[src/rtl/tx_fram_arb.sv]
// ---------------------------------------------------------------------------
// tx_fram_arb
//   Two-requester, packet-atomic round-robin arbiter feeding a single 64b/66b
//   PCS transmit port. A requester keeps the grant from its first block
//   until the block flagged "last", and only then can the other requester win.
//   One output register sits between the requesters and the PCS
//   (latency 1, full valid/ready handshake).
//
// Parameters
//   MAX_BLK   blocks per packet allowed before ovr_err is raised
//
// Ports
//   clk                 PCS tx_clk, the only clock
//   rst                 synchronous active-high reset
//   in0_dat / in1_dat   66-bit blocks, sync header [65:64], payload [63:0]
//   in0_vld / in1_vld   block valid from each requester
//   in0_last / in1_last final block of the current packet
//   in0_rdy / in1_rdy   block accepted this cycle (when paired with vld)
//   out_dat / out_vld   registered block to the PCS
//   out_rdy             PCS ready
//   pkt_cnt0 / pkt_cnt1 completed packets per requester (wrapping)
//   ovr_err             sticky: a packet ran past MAX_BLK blocks
//
// Build option
//   TX_FRAM_ARB_IDLE_INS_EN  when defined, an empty output register is
//                            refilled with an idle control block so out_vld
//                            stays high after reset.
// ---------------------------------------------------------------------------
module tx_fram_arb #(
    parameter int MAX_BLK = 256
) (
    input  logic        clk,
    input  logic        rst,
    input  logic [65:0] in0_dat,
    input  logic        in0_vld,
    input  logic        in0_last,
    output logic        in0_rdy,
    input  logic [65:0] in1_dat,
    input  logic        in1_vld,
    input  logic        in1_last,
    output logic        in1_rdy,
    output logic [65:0] out_dat,
    output logic        out_vld,
    input  logic        out_rdy,
    output logic [15:0] pkt_cnt0,
    output logic [15:0] pkt_cnt1,
    output logic        ovr_err
);

    // The block counter saturates at MAX_BLK; any further transfer is an overrun.
    localparam int               CNT_W     = $clog2(MAX_BLK + 1);
    localparam logic [CNT_W-1:0] MAX_BLK_C = CNT_W'(MAX_BLK);

`ifdef TX_FRAM_ARB_IDLE_INS_EN
    localparam logic [65:0] IDLE_BLK = {2'b10, 64'h0000_0000_0000_001E};
`endif

    typedef enum logic {
        ARB  = 1'b0,
        BUSY = 1'b1
    } state_e;

    state_e           state_q,    state_d;
    logic             grant_q,    grant_d;
    logic             ptr_q,      ptr_d;
    logic [CNT_W-1:0] blk_cnt_q,  blk_cnt_d;
    logic             ovr_err_q,  ovr_err_d;
    logic [15:0]      pkt_cnt0_q, pkt_cnt0_d;
    logic [15:0]      pkt_cnt1_q, pkt_cnt1_d;
    logic [65:0]      out_dat_q,  out_dat_d;
    logic             out_vld_q,  out_vld_d;

    logic        load_ok;   // output register can take a block this cycle
    logic        xfer;      // granted requester hands over a block
    logic        sel_last;
    logic [65:0] sel_dat;

    assign load_ok  = !out_vld_q || out_rdy;
    assign xfer     = grant_q ? (in1_vld && in1_rdy) : (in0_vld && in0_rdy);
    assign sel_last = grant_q ? in1_last : in0_last;
    assign sel_dat  = grant_q ? in1_dat  : in0_dat;

    // ---------------- state register ----------------
    // NOTE: every flop is written with <= so all state updates see the
    // pre-edge values; blocking assignments here would create order races.
    always_ff @(posedge clk) begin
        if (rst) begin
            state_q    <= ARB;
            grant_q    <= 1'b0;
            ptr_q      <= 1'b0;
            blk_cnt_q  <= '0;
            ovr_err_q  <= 1'b0;
            pkt_cnt0_q <= '0;
            pkt_cnt1_q <= '0;
            out_dat_q  <= '0;
            out_vld_q  <= 1'b0;
        end else begin
            state_q    <= state_d;
            grant_q    <= grant_d;
            ptr_q      <= ptr_d;
            blk_cnt_q  <= blk_cnt_d;
            ovr_err_q  <= ovr_err_d;
            pkt_cnt0_q <= pkt_cnt0_d;
            pkt_cnt1_q <= pkt_cnt1_d;
            out_dat_q  <= out_dat_d;
            out_vld_q  <= out_vld_d;
        end
    end

    // ---------------- next-state logic ----------------
    // NOTE: each signal gets a hold/default value first so no path through
    // the case leaves it unassigned and a latch cannot be inferred.
    always_comb begin
        state_d    = state_q;
        grant_d    = grant_q;
        ptr_d      = ptr_q;
        blk_cnt_d  = blk_cnt_q;
        ovr_err_d  = ovr_err_q;
        pkt_cnt0_d = pkt_cnt0_q;
        pkt_cnt1_d = pkt_cnt1_q;

        unique case (state_q)
            ARB: begin
                if (in0_vld || in1_vld) begin
                    state_d   = BUSY;
                    blk_cnt_d = '0;
                    // Contention goes to ptr; otherwise to whoever asks.
                    grant_d   = (in0_vld && in1_vld) ? ptr_q : in1_vld;
                end
            end
            BUSY: begin
                // The grant is held until "last", even if vld drops mid-packet.
                if (xfer) begin
                    if (blk_cnt_q >= MAX_BLK_C) begin
                        ovr_err_d = 1'b1;
                    end else begin
                        blk_cnt_d = blk_cnt_q + CNT_W'(1);
                    end
                    if (sel_last) begin
                        state_d = ARB;
                        ptr_d   = ~grant_q;
                        if (grant_q) begin
                            pkt_cnt1_d = pkt_cnt1_q + 16'd1;
                        end else begin
                            pkt_cnt0_d = pkt_cnt0_q + 16'd1;
                        end
                    end
                end
            end
            default: state_d = ARB;
        endcase
    end

    // Output register: load on transfer, hold while the PCS stalls,
    // otherwise drain (or refill with idle).
    always_comb begin
        out_dat_d = out_dat_q;
        out_vld_d = out_vld_q;
        if (xfer) begin
            out_dat_d = sel_dat;
            out_vld_d = 1'b1;
        end else if (load_ok) begin
`ifdef TX_FRAM_ARB_IDLE_INS_EN
            out_dat_d = IDLE_BLK;
            out_vld_d = 1'b1;
`else
            out_vld_d = 1'b0;
`endif
        end
    end

    // ---------------- output logic ----------------
    always_comb begin
        in0_rdy = (state_q == BUSY) && !grant_q && load_ok;
        in1_rdy = (state_q == BUSY) &&  grant_q && load_ok;
    end

    assign out_dat  = out_dat_q;
    assign out_vld  = out_vld_q;
    assign pkt_cnt0 = pkt_cnt0_q;
    assign pkt_cnt1 = pkt_cnt1_q;
    assign ovr_err  = ovr_err_q;

endmodule

[config.mk]
export PLATFORM = sky130hd
export DESIGN_NAME = tx_fram_arb
export DESIGN_NICKNAME = d
export VERILOG_FILES = /design/src/rtl/tx_fram_arb.sv
export SDC_FILE = /design/constraint.sdc
export NUM_CORES = 1
export LEC_CHECK = 0
export CORE_ASPECT_RATIO = 1.25
export CORE_MARGIN = 2
export CORE_UTILIZATION = 37
export CTS_CLUSTER_DIAMETER = 120
export DETAILED_ROUTE_END_ITERATION = 6
export GPL_TIMING_DRIVEN = 0
export HOLD_SLACK_MARGIN = 0.02
export PLACE_DENSITY = 0.77
export SKIP_LAST_GASP = 1
export SLEW_MARGIN = 25
export SYNTH_ARGS = -nofsm -noshare
export SYNTH_HDL_FRONTEND = slang
export SYNTH_SLANG_ARGS = --single-unit
export TNS_END_PERCENT = 1
[constraint.sdc]
create_clock -name clk -period 1.8 [get_ports clk]
set_input_delay 0.36 -clock clk [delete_from_list [all_inputs] [get_ports clk]]
set_output_delay 0.36 -clock clk [all_outputs]
set_load 0.01 [all_outputs]
==> results by group, run 1 <==
Die
  • Number of standard-cell rows in the floorplan: 47
  • Full die area: around 15000 um2
  • Height of the die: 134.8 um
  • IO Count: ~240
  • Horiz. Die Dim: approximately 110 um
  • Starting density of the core: 0.3811
  • Total core area: 13290 um2

Worst setup path
  • Critical Path Start Type: flip-flop
  • Worst setup startpoint: pkt_cnt1[0]
  • Arr. time, crit path: roughly 2.1 ns
  • Critical path capture point type: flip-flop
  • Category of the critical setup timing path: reg -> reg
  • Delay of the slowest cell on the worst path: 0.53 ns
  • CP max-delay cell: sky130_fd_sc_hd__or4_4
  • Register-to-register setup slack: -0.06 ns
  • Number of logic stages on the critical path including buffering: 5
  • Data required, critical path: about 2.1 ns
  • Cell breakdown of the critical path: ha_4 -> nand4_1 -> or3_4 -> or4_4 -> a21oi_2
  • Largest delay contributor family on the critical path: simple AND/OR/NAND/NOR gates
  • Worst Path Max Fanout: 7
  • R2r endpoint: pkt_cnt1[14]
  • Reg2reg path depth: 5
  • Buf/Inv on CP: 0
  • Worst R2R Start: pkt_cnt1[0]
  • End point of the critical path: pkt_cnt1[14]

Synth
  • Adder-cell share of the synthesized area: 0.007411
  • Synthesis Warnings: 0
  • Share of cell area taken by muxes after synthesis: 0.1396
  • Share of async-settable or async-resettable flops after synthesis: 0
  • Per-instance average area after synthesis: just over 9 um2
  • Dominant register cell in the synthesized netlist: sky130_fd_sc_hd__dfxtp_1
  • Area contributors post-synth: sky130_fd_sc_hd__dfxtp_1, sky130_fd_sc_hd__mux2i_1, sky130_fd_sc_hd__a211oi_1, sky130_fd_sc_hd__nor2_1, sky130_fd_sc_hd__a21oi_1
  • Compound-Gate Fraction of Synth Area: 0.1823
  • Area share of xor/xnor cells in the synthesized design: 0.01556
  • Cell type with the largest total area after synthesis: sky130_fd_sc_hd__dfxtp_1
  • Synth Area in Simple Gates: 0.1672
  • Sequential fraction of the synthesis area: 0.4427
  • #FFs+latches synth: ~110
  • Top cell type's share of synthesized area: 0.4427
  • Post-synth EDFFs: 0
  • Post-synth design cell area: between 5000 and 6000 um2
  • Count of different cell masters after synthesis: 44
  • Main combinational cell family by area after synthesis: compound AO/OA/AOI/OAI gates
  • Number of instances in the synthesized netlist: about 550
  • Synthesized netlist net count: between 600 and 700

Global routing
  • Global-route usage over all layers: 0.2262
  • Met2 Usage GRT: 0.4337
  • Global-route wire length before repair: ~26000 um
  • Peak-usage layer in the global routing report: met2
  • Aggregate global routing overflow: 0
  • Via count of the first global-routing pass: around 5300
  • Pin count of the biggest net entering global routing: 19
  • Met1 track demand over resource in global routing: 0.2457
  • Initial antenna violation count: 0
  • Met3 Track Usage GR: 0.04730

Timing
  • Unrepaired setup endpoints after global routing: true
  • Worst setup slack after layout: -0.05980 ns
  • Period utilisation layout: 1.033
  • Pin slew with the least headroom to its limit: about 0.75 ns
  • Worst slew margin: 0.4970
  • Final-report setup violation count: 8
  • FMAX: approximately 0.54 GHz
  • Pins Over Slew Limit: 0
  • Hold Fails Final Rpt: 0
  • Minimum clock period: around 1.9 ns
  • Clock Skews: ~0.0068 ns

CTS
  • Cell at the root of the clock tree: sky130_fd_sc_hd__clkbuf_16
  • Clock Tree Buf Depth: 2
  • CTS buffer count: 9
  • Total number of clock tree sinks: around 110
  • Skew-Pair Late Insertion Delay: between 0.3 and 0.4 ns
  • Clock slew seen by the registers of the worst setup and hold paths: roughly 0.07 ns
  • Maximum level of the CTS H-tree: 3
  • Hold buffer count at cts: 0
  • TritonCTS clock tree: yes

Placed design
  • Pre-CTS setup slack: -0.8841 ns
  • Post-detailed-placement cell area: ~7700 um2
  • IO buf count: approximately 240
  • Post-detail-place hpwl: 12990 um
  • Final Wtd Congestion: 0.8599

Power and ir drop
  • Power Internal: 0.004603 W
  • Switching Power: approximately 0.0016 W
  • Worst voltage drop across the vdd grid: 450.6 uV
  • Static Leak: between 2 and 3 nW
  • Total power density per cell area: 736.4 nW/um2
  • Sw Share: 0.2551
  • Fraction of power consumed by the clock network: 0.354
  • Combinational fraction of design power: 0.211
  • Sequential fraction of design power: 0.435
  • Total power draw: ~0.0062 W

Hold path
  • Worst hold-check path type: in -> reg
  • Number of stages on the worst hold path: 3
  • Launch instance of the worst min-delay path: rst

Drt
  • Pre-antenna DRT Iters: 5
  • Count of vias placed by the detailed router: 5335
  • DRC violation count after routing: 0
  • Avg WL per Cell: approximately 18 um
  • Post-DRT Antenna Nets: 0
  • Post-detailed-routing wire length: roughly 18000 um
  • Violation count after the first detailed-route iteration: about 260
  • Vias per std cell: between 5 and 6

Layout
  • Number of antenna repair diodes: 0
  • Layout fillers: ~1100
  • Finished layout cell area: 8391 um2
  • Share of cells above drive strength 1: 0.1315
  • Relative area change from synthesis to final layout: 65.66%
  • Layout Utilization: 0.6313
  • Net count, final: between 900 and 1000

Outcome
  • Run status: finished, violations left
  • Failing checks: negative setup slack

Flow run
  • # Max-Cap Violations: 0
## repair_timing
action | in CTS | in global routing
buffers inserted | 7 | 7
pin swaps | 4 | 6
gates cloned | 1 | 1
endpoints found under the setup margin | 98 | 95
gates resized for setup | 50 | 56
## power by group through the flow
stage | Sequential [W] | Clock [W] | Combinational (W)
after floorplan | 0.00280 | 0 | 0.000444
after global placement | 0.00274 | 0 | 0.00120
after detailed placement | 0.00275 | 0 | 0.00122
after CTS | 0.00269 | 0.00223 | 0.00125
after global routing | 0.00271 | 0.00232 | 0.00139
final | 0.00269 | 0.00219 | 0.00130
## worst reg2reg max path: cells and delay by family (launching register included)
kind	cells	cell delay (ns)
flops	1	0.38
fa+ha+maj	1	0.14
simple gates	3	1.15
compound gates	1	0.13
## stage by stage
stage / hold slack (ns) / setup TNS (ns) / instances
5_1_grt: 0.4440 / -1.237 / 992
4_1_cts: 0.4089 / -1.312 / 984
3_5_place_dp: 0.4567 / -57.86 / 963
6_report: 0.4095 / -0.2048 / 992
2_1_floorplan: 0.4365 / -0.04563 / 553
3_3_place_gp: 0.4486 / -52.69 / 963
## placed cells by master (no fill, tap or decap), types with 14 or more instances in the layout
cell type	n
sky130_fd_sc_hd__clkdlybuf4s50_1	234
sky130_fd_sc_hd__dfxtp_1	102
sky130_fd_sc_hd__nor2_1	82
sky130_fd_sc_hd__mux2i_1	68
sky130_fd_sc_hd__a211oi_1	51
sky130_fd_sc_hd__a21oi_1	25
sky130_fd_sc_hd__clkbuf_1	20
sky130_fd_sc_hd__buf_4	18
sky130_fd_sc_hd__a211oi_2	17
sky130_fd_sc_hd__o31ai_1	14
## sequential cells by signal, indices dropped and copies added (netlist names)
register	count
blk_cnt_q	9
grant_q	1
out_dat	66
out_vld	1
ovr_err	1
pkt_cnt0	16
pkt_cnt1	16
ptr_q	1
state_q	1
## final cells by class
cell class                      instances  area (um2)  area share
Multi-Input combinational cell        385        2775      0.3307
Timing Repair Buffer                  255        2507      0.2988
Sequential cell                       112        2262      0.2696
Buffer                                 46       275.3     0.03281
Clock buffer                           10       239.0     0.02848
Tap cell                              171       214.0     0.02550
Clock inverter                          6       91.34     0.01089
Inverter                                7       26.28    0.003132
## cells by family after synthesis
| family | Yosys count |
|---|---|
| and+or+nand+nor | 168 |
| adders and majority gates | 3 |
| AOI/OAI and AO/OA | 135 |
| muxes | 70 |
| DFF | 112 |
| xor gates and xnor gates | 9 |
| buffers and inverters | 56 |
## routing by layer
metal,part of all wire,wire length (um)
met5,0,0
met4,0.019,328
met3,0.065,1137
met2,0.55,9596
met1,0.37,6505
## worst min path at each step
stage                   endpoint  slack, ns
finish              pkt_cnt0[10]       0.41
global route        pkt_cnt0[10]       0.44
CTS                 pkt_cnt0[10]       0.41
detailed placement         ptr_q       0.46
global placement           ptr_q       0.45
floorplan                  ptr_q       0.44
## cell usage after synthesis (11+ instances only)
library cell               number
sky130_fd_sc_hd__o21ai_0       11
sky130_fd_sc_hd__clkbuf_1      32
sky130_fd_sc_hd__o31ai_1       14
sky130_fd_sc_hd__nor2_1        82
sky130_fd_sc_hd__dfxtp_1      112
sky130_fd_sc_hd__nand2_1       12
sky130_fd_sc_hd__nand3_1       11
sky130_fd_sc_hd__mux2i_1       68
sky130_fd_sc_hd__buf_2         12
sky130_fd_sc_hd__or4_1         15
sky130_fd_sc_hd__nand4_1       12
sky130_fd_sc_hd__a211oi_1      68
sky130_fd_sc_hd__a21oi_1       29
(Power assumes the default switching activity.)
==> run 2, diff against run 1 <==
Settings changed: GPL_ROUTABILITY_DRIVEN set to 0, TNS_END_PERCENT 1 to unset.
==> results by group, run 2 (synthesis results as in run 1) <==
Power and ir drop
  • Worst voltage drop across the vdd grid: 560.9 uV (+24%)
  • Power Internal: 0.004724 W (+2.6%)
  • Switching Power: 0.001589 W (+0.79%)
  • Fraction of power consumed by the clock network: 0.363 (+0.009)
  • Sequential fraction of design power: 0.426 (-0.009)
  • Sw Share: 0.2517 (-0.003428)
  • Combinational fraction of design power: 0.212 (about the same)
  • Total power density per cell area: 735.9 nW/um2 (about the same)
  • Static Leak: 2.930 nW (+2.2%)

CTS
  • Maximum level of the CTS H-tree: 3 (unchanged)
  • Skew-Pair Late Insertion Delay: 0.35 ns (about the same)
  • CTS buffer count: 9 (unchanged)
  • TritonCTS clock tree: yes
  • Clock slew seen by the registers of the worst setup and hold paths: 0.08 ns (about the same)
  • Total number of clock tree sinks: 112 (unchanged)
  • Cell at the root of the clock tree: sky130_fd_sc_hd__clkbuf_16
  • Clock Tree Buf Depth: 2 (unchanged)

Timing
  • Period utilisation layout: 1.054 (+0.02096)
  • Pin slew with the least headroom to its limit: 0.6611 ns (-0.09344 ns)
  • Hold Fails Final Rpt: 0 (unchanged)
  • Hold Worst Slack: 0.4051 ns (-0.004401 ns)
  • Final-report setup violation count: 46 (+38)
  • Unrepaired setup endpoints after global routing: true
  • Clock Skews: 0.006777 ns (+0.00001918 ns)
  • FMAX: 0.5270 GHz (-2.0%)
  • Worst setup slack after layout: -0.09753 ns (-0.03773 ns)
  • Minimum clock period: 1.898 ns (+0.03773 ns)
  • Sum Neg Setup Slack: -1.444 ns (-1.239 ns)
  • Worst slew margin: 0.5593 (+0.06229)
  • Pins Over Slew Limit: 0 (unchanged)

Flow run
  • # Max-Cap Violations: 0 (unchanged)

Worst setup path
  • Category of the critical setup timing path: reg -> reg
  • Critical Path Start Type: flip-flop
  • Critical path capture point type: flip-flop
  • Delay of the slowest cell on the worst path: 0.41 ns (-0.12 ns)
  • CP max-delay cell: sky130_fd_sc_hd__or4_4
  • Cell breakdown of the critical path: buf_6 -> buf_6 -> buf_6 -> and3b_2 -> nand4_1 -> clkbuf_8 -> or4_4 -> a21oi_2
  • Data required, critical path: 2.08 ns (about the same)
  • Arr. time, crit path: 2.17 ns (+0.04 ns)
  • Worst Path Max Fanout: 8 (+1)
  • Most prevalent standard cell on the critical path: sky130_fd_sc_hd__buf_6

Placed design
  • Placed cells: 963 (unchanged)
  • Post-detail-place hpwl: 12980 um (about the same)
  • Pre-CTS setup slack: -0.9053 ns (-0.02128 ns)
  • IO buf count: 239 (unchanged)

Global routing
  • Global-route usage over all layers: 0.2289 (+0.002704)
  • Via count of the first global-routing pass: 5345 (+0.93%)
  • Initial antenna violation count: 0 (unchanged)
  • Global-route wire length before repair: 26350 um (+1.9%)
  • Pin count of the biggest net entering global routing: 19 (unchanged)
  • Aggregate global routing overflow: 0 (unchanged)

Drt
  • Vias per std cell: 5.366 (-0.23%)
  • Count of vias placed by the detailed router: 5339 (+0.075%)
  • Post-DRT Antenna Nets: 0 (unchanged)
  • Violation count after the first detailed-route iteration: 289 (+12%)
  • Pre-antenna DRT Iters: 5 (unchanged)
  • DRC violation count after routing: 0 (unchanged)
  • Post-detailed-routing wire length: 17530 um (-0.20%)
  • Avg WL per Cell: 17.62 um (-0.51%)

Die
  • Starting density of the core: 0.3811 (unchanged)
  • Full die area: 14650 um2 (unchanged)
  • Height of the die: 134.8 um (unchanged)
  • Horiz. Die Dim: 108.6 um (unchanged)
  • IO Count: 241 (unchanged)
  • Number of standard-cell rows in the floorplan: 47 (unchanged)
  • Total core area: 13290 um2 (unchanged)

Layout
  • Layout Utilization: 0.6455 (+0.01412)
  • Share of cells above drive strength 1: 0.1650 (+0.03350)
  • Flip-flop count of the largest register, all copies and words added: 66 (unchanged)
  • Finished Layout Cells: 995 (+0.30%)
  • Number of antenna repair diodes: 0 (unchanged)
  • Top library cells by usage in the layout, fill and taps aside: sky130_fd_sc_hd__clkdlybuf4s50_1, sky130_fd_sc_hd__dfxtp_1, sky130_fd_sc_hd__nor2_1
  • Net count, final: 962 (+0.42%)
  • Leading cell type in the layout, fill and taps excluded: sky130_fd_sc_hd__clkdlybuf4s50_1
  • Relative area change from synthesis to final layout: 69.37%

Outcome
  • Run status: finished, violations left
  • Failing checks: negative setup slack

Hold path
  • Worst hold-check path type: in -> reg
run 2: cell count changes in the layout (fill, tap and decap cells not counted), sizes merged:
cell      previous run  this run
clkinvlp             0         1
inv                  8         9
bufinv               2         3
clkbuf              40        38
clkinv               3         0
buf                 34        39
run 2: cell type report:
class	instances	area [um2]
Buffer	46	327.8
Clock buffer	9	225.2
Clock inverter	6	115.1
Fill cell	1089	4712
Inverter	7	26.28
Multi-Input combinational cell	385	2870
Sequential cell	112	2262
Tap cell	171	214.0
Timing Repair Buffer	259	2537
run 2: worst paths after layout:
path	from	to	slack, ns	depth (start not counted)
worst max register to register	grant_q	pkt_cnt0[11]	-0.1	8
worst min-delay path	rst	pkt_cnt0[10]	0.41	3
worst min register to register	ptr_q	ptr_q	0.48	2
worst max-delay path	grant_q	pkt_cnt0[11]	-0.1	8
run 2: layer usage:
layer	routed length [um]	GRT usage
met4	436	0.08689
met5	0	0
met2	9378	0.4208
met3	1132	0.05309
met1	6584	0.2514
run 2: stage by stage:
stage | cell area [um2] | power, W
CTS | 8327 | 0.006299
global route | 8578 | 0.006573
floorplan | 5070 | 0.003241
detailed placement | 7676 | 0.003963
global placement | 7676 | 0.003934
finish | 8578 | 0.006313
run 2: power by group through the flow:
stage / registers, W / logic (W) / clock network, W
2_1_floorplan: 0.00280 / 0.000444 / 0
3_3_place_gp: 0.00274 / 0.00120 / 0
3_5_place_dp: 0.00274 / 0.00122 / 0
4_1_cts: 0.00269 / 0.00129 / 0.00232
5_1_grt: 0.00270 / 0.00143 / 0.00244
6_report: 0.00269 / 0.00134 / 0.00229
run 2: critical path, delay by kind of cell (launching register included):
kind,cells,cell delay (ns)
AOI/OAI and AO/OA,1,0.12
buffers and inverters,4,0.56
DFF,1,0.33
and+or+nand+nor,3,0.81
run 2: what timing repair did:
| action | 4_1_cts | 5_1_grt |
|---|---|---|
| resized for setup | 78 | 62 |
| setup buffers | 14 | 5 |
| cloned | 0 | 1 |
| hold buffers | 0 | 0 |
| pin swaps | 15 | 8 |
| setup endpoints to repair | 98 | 96 |
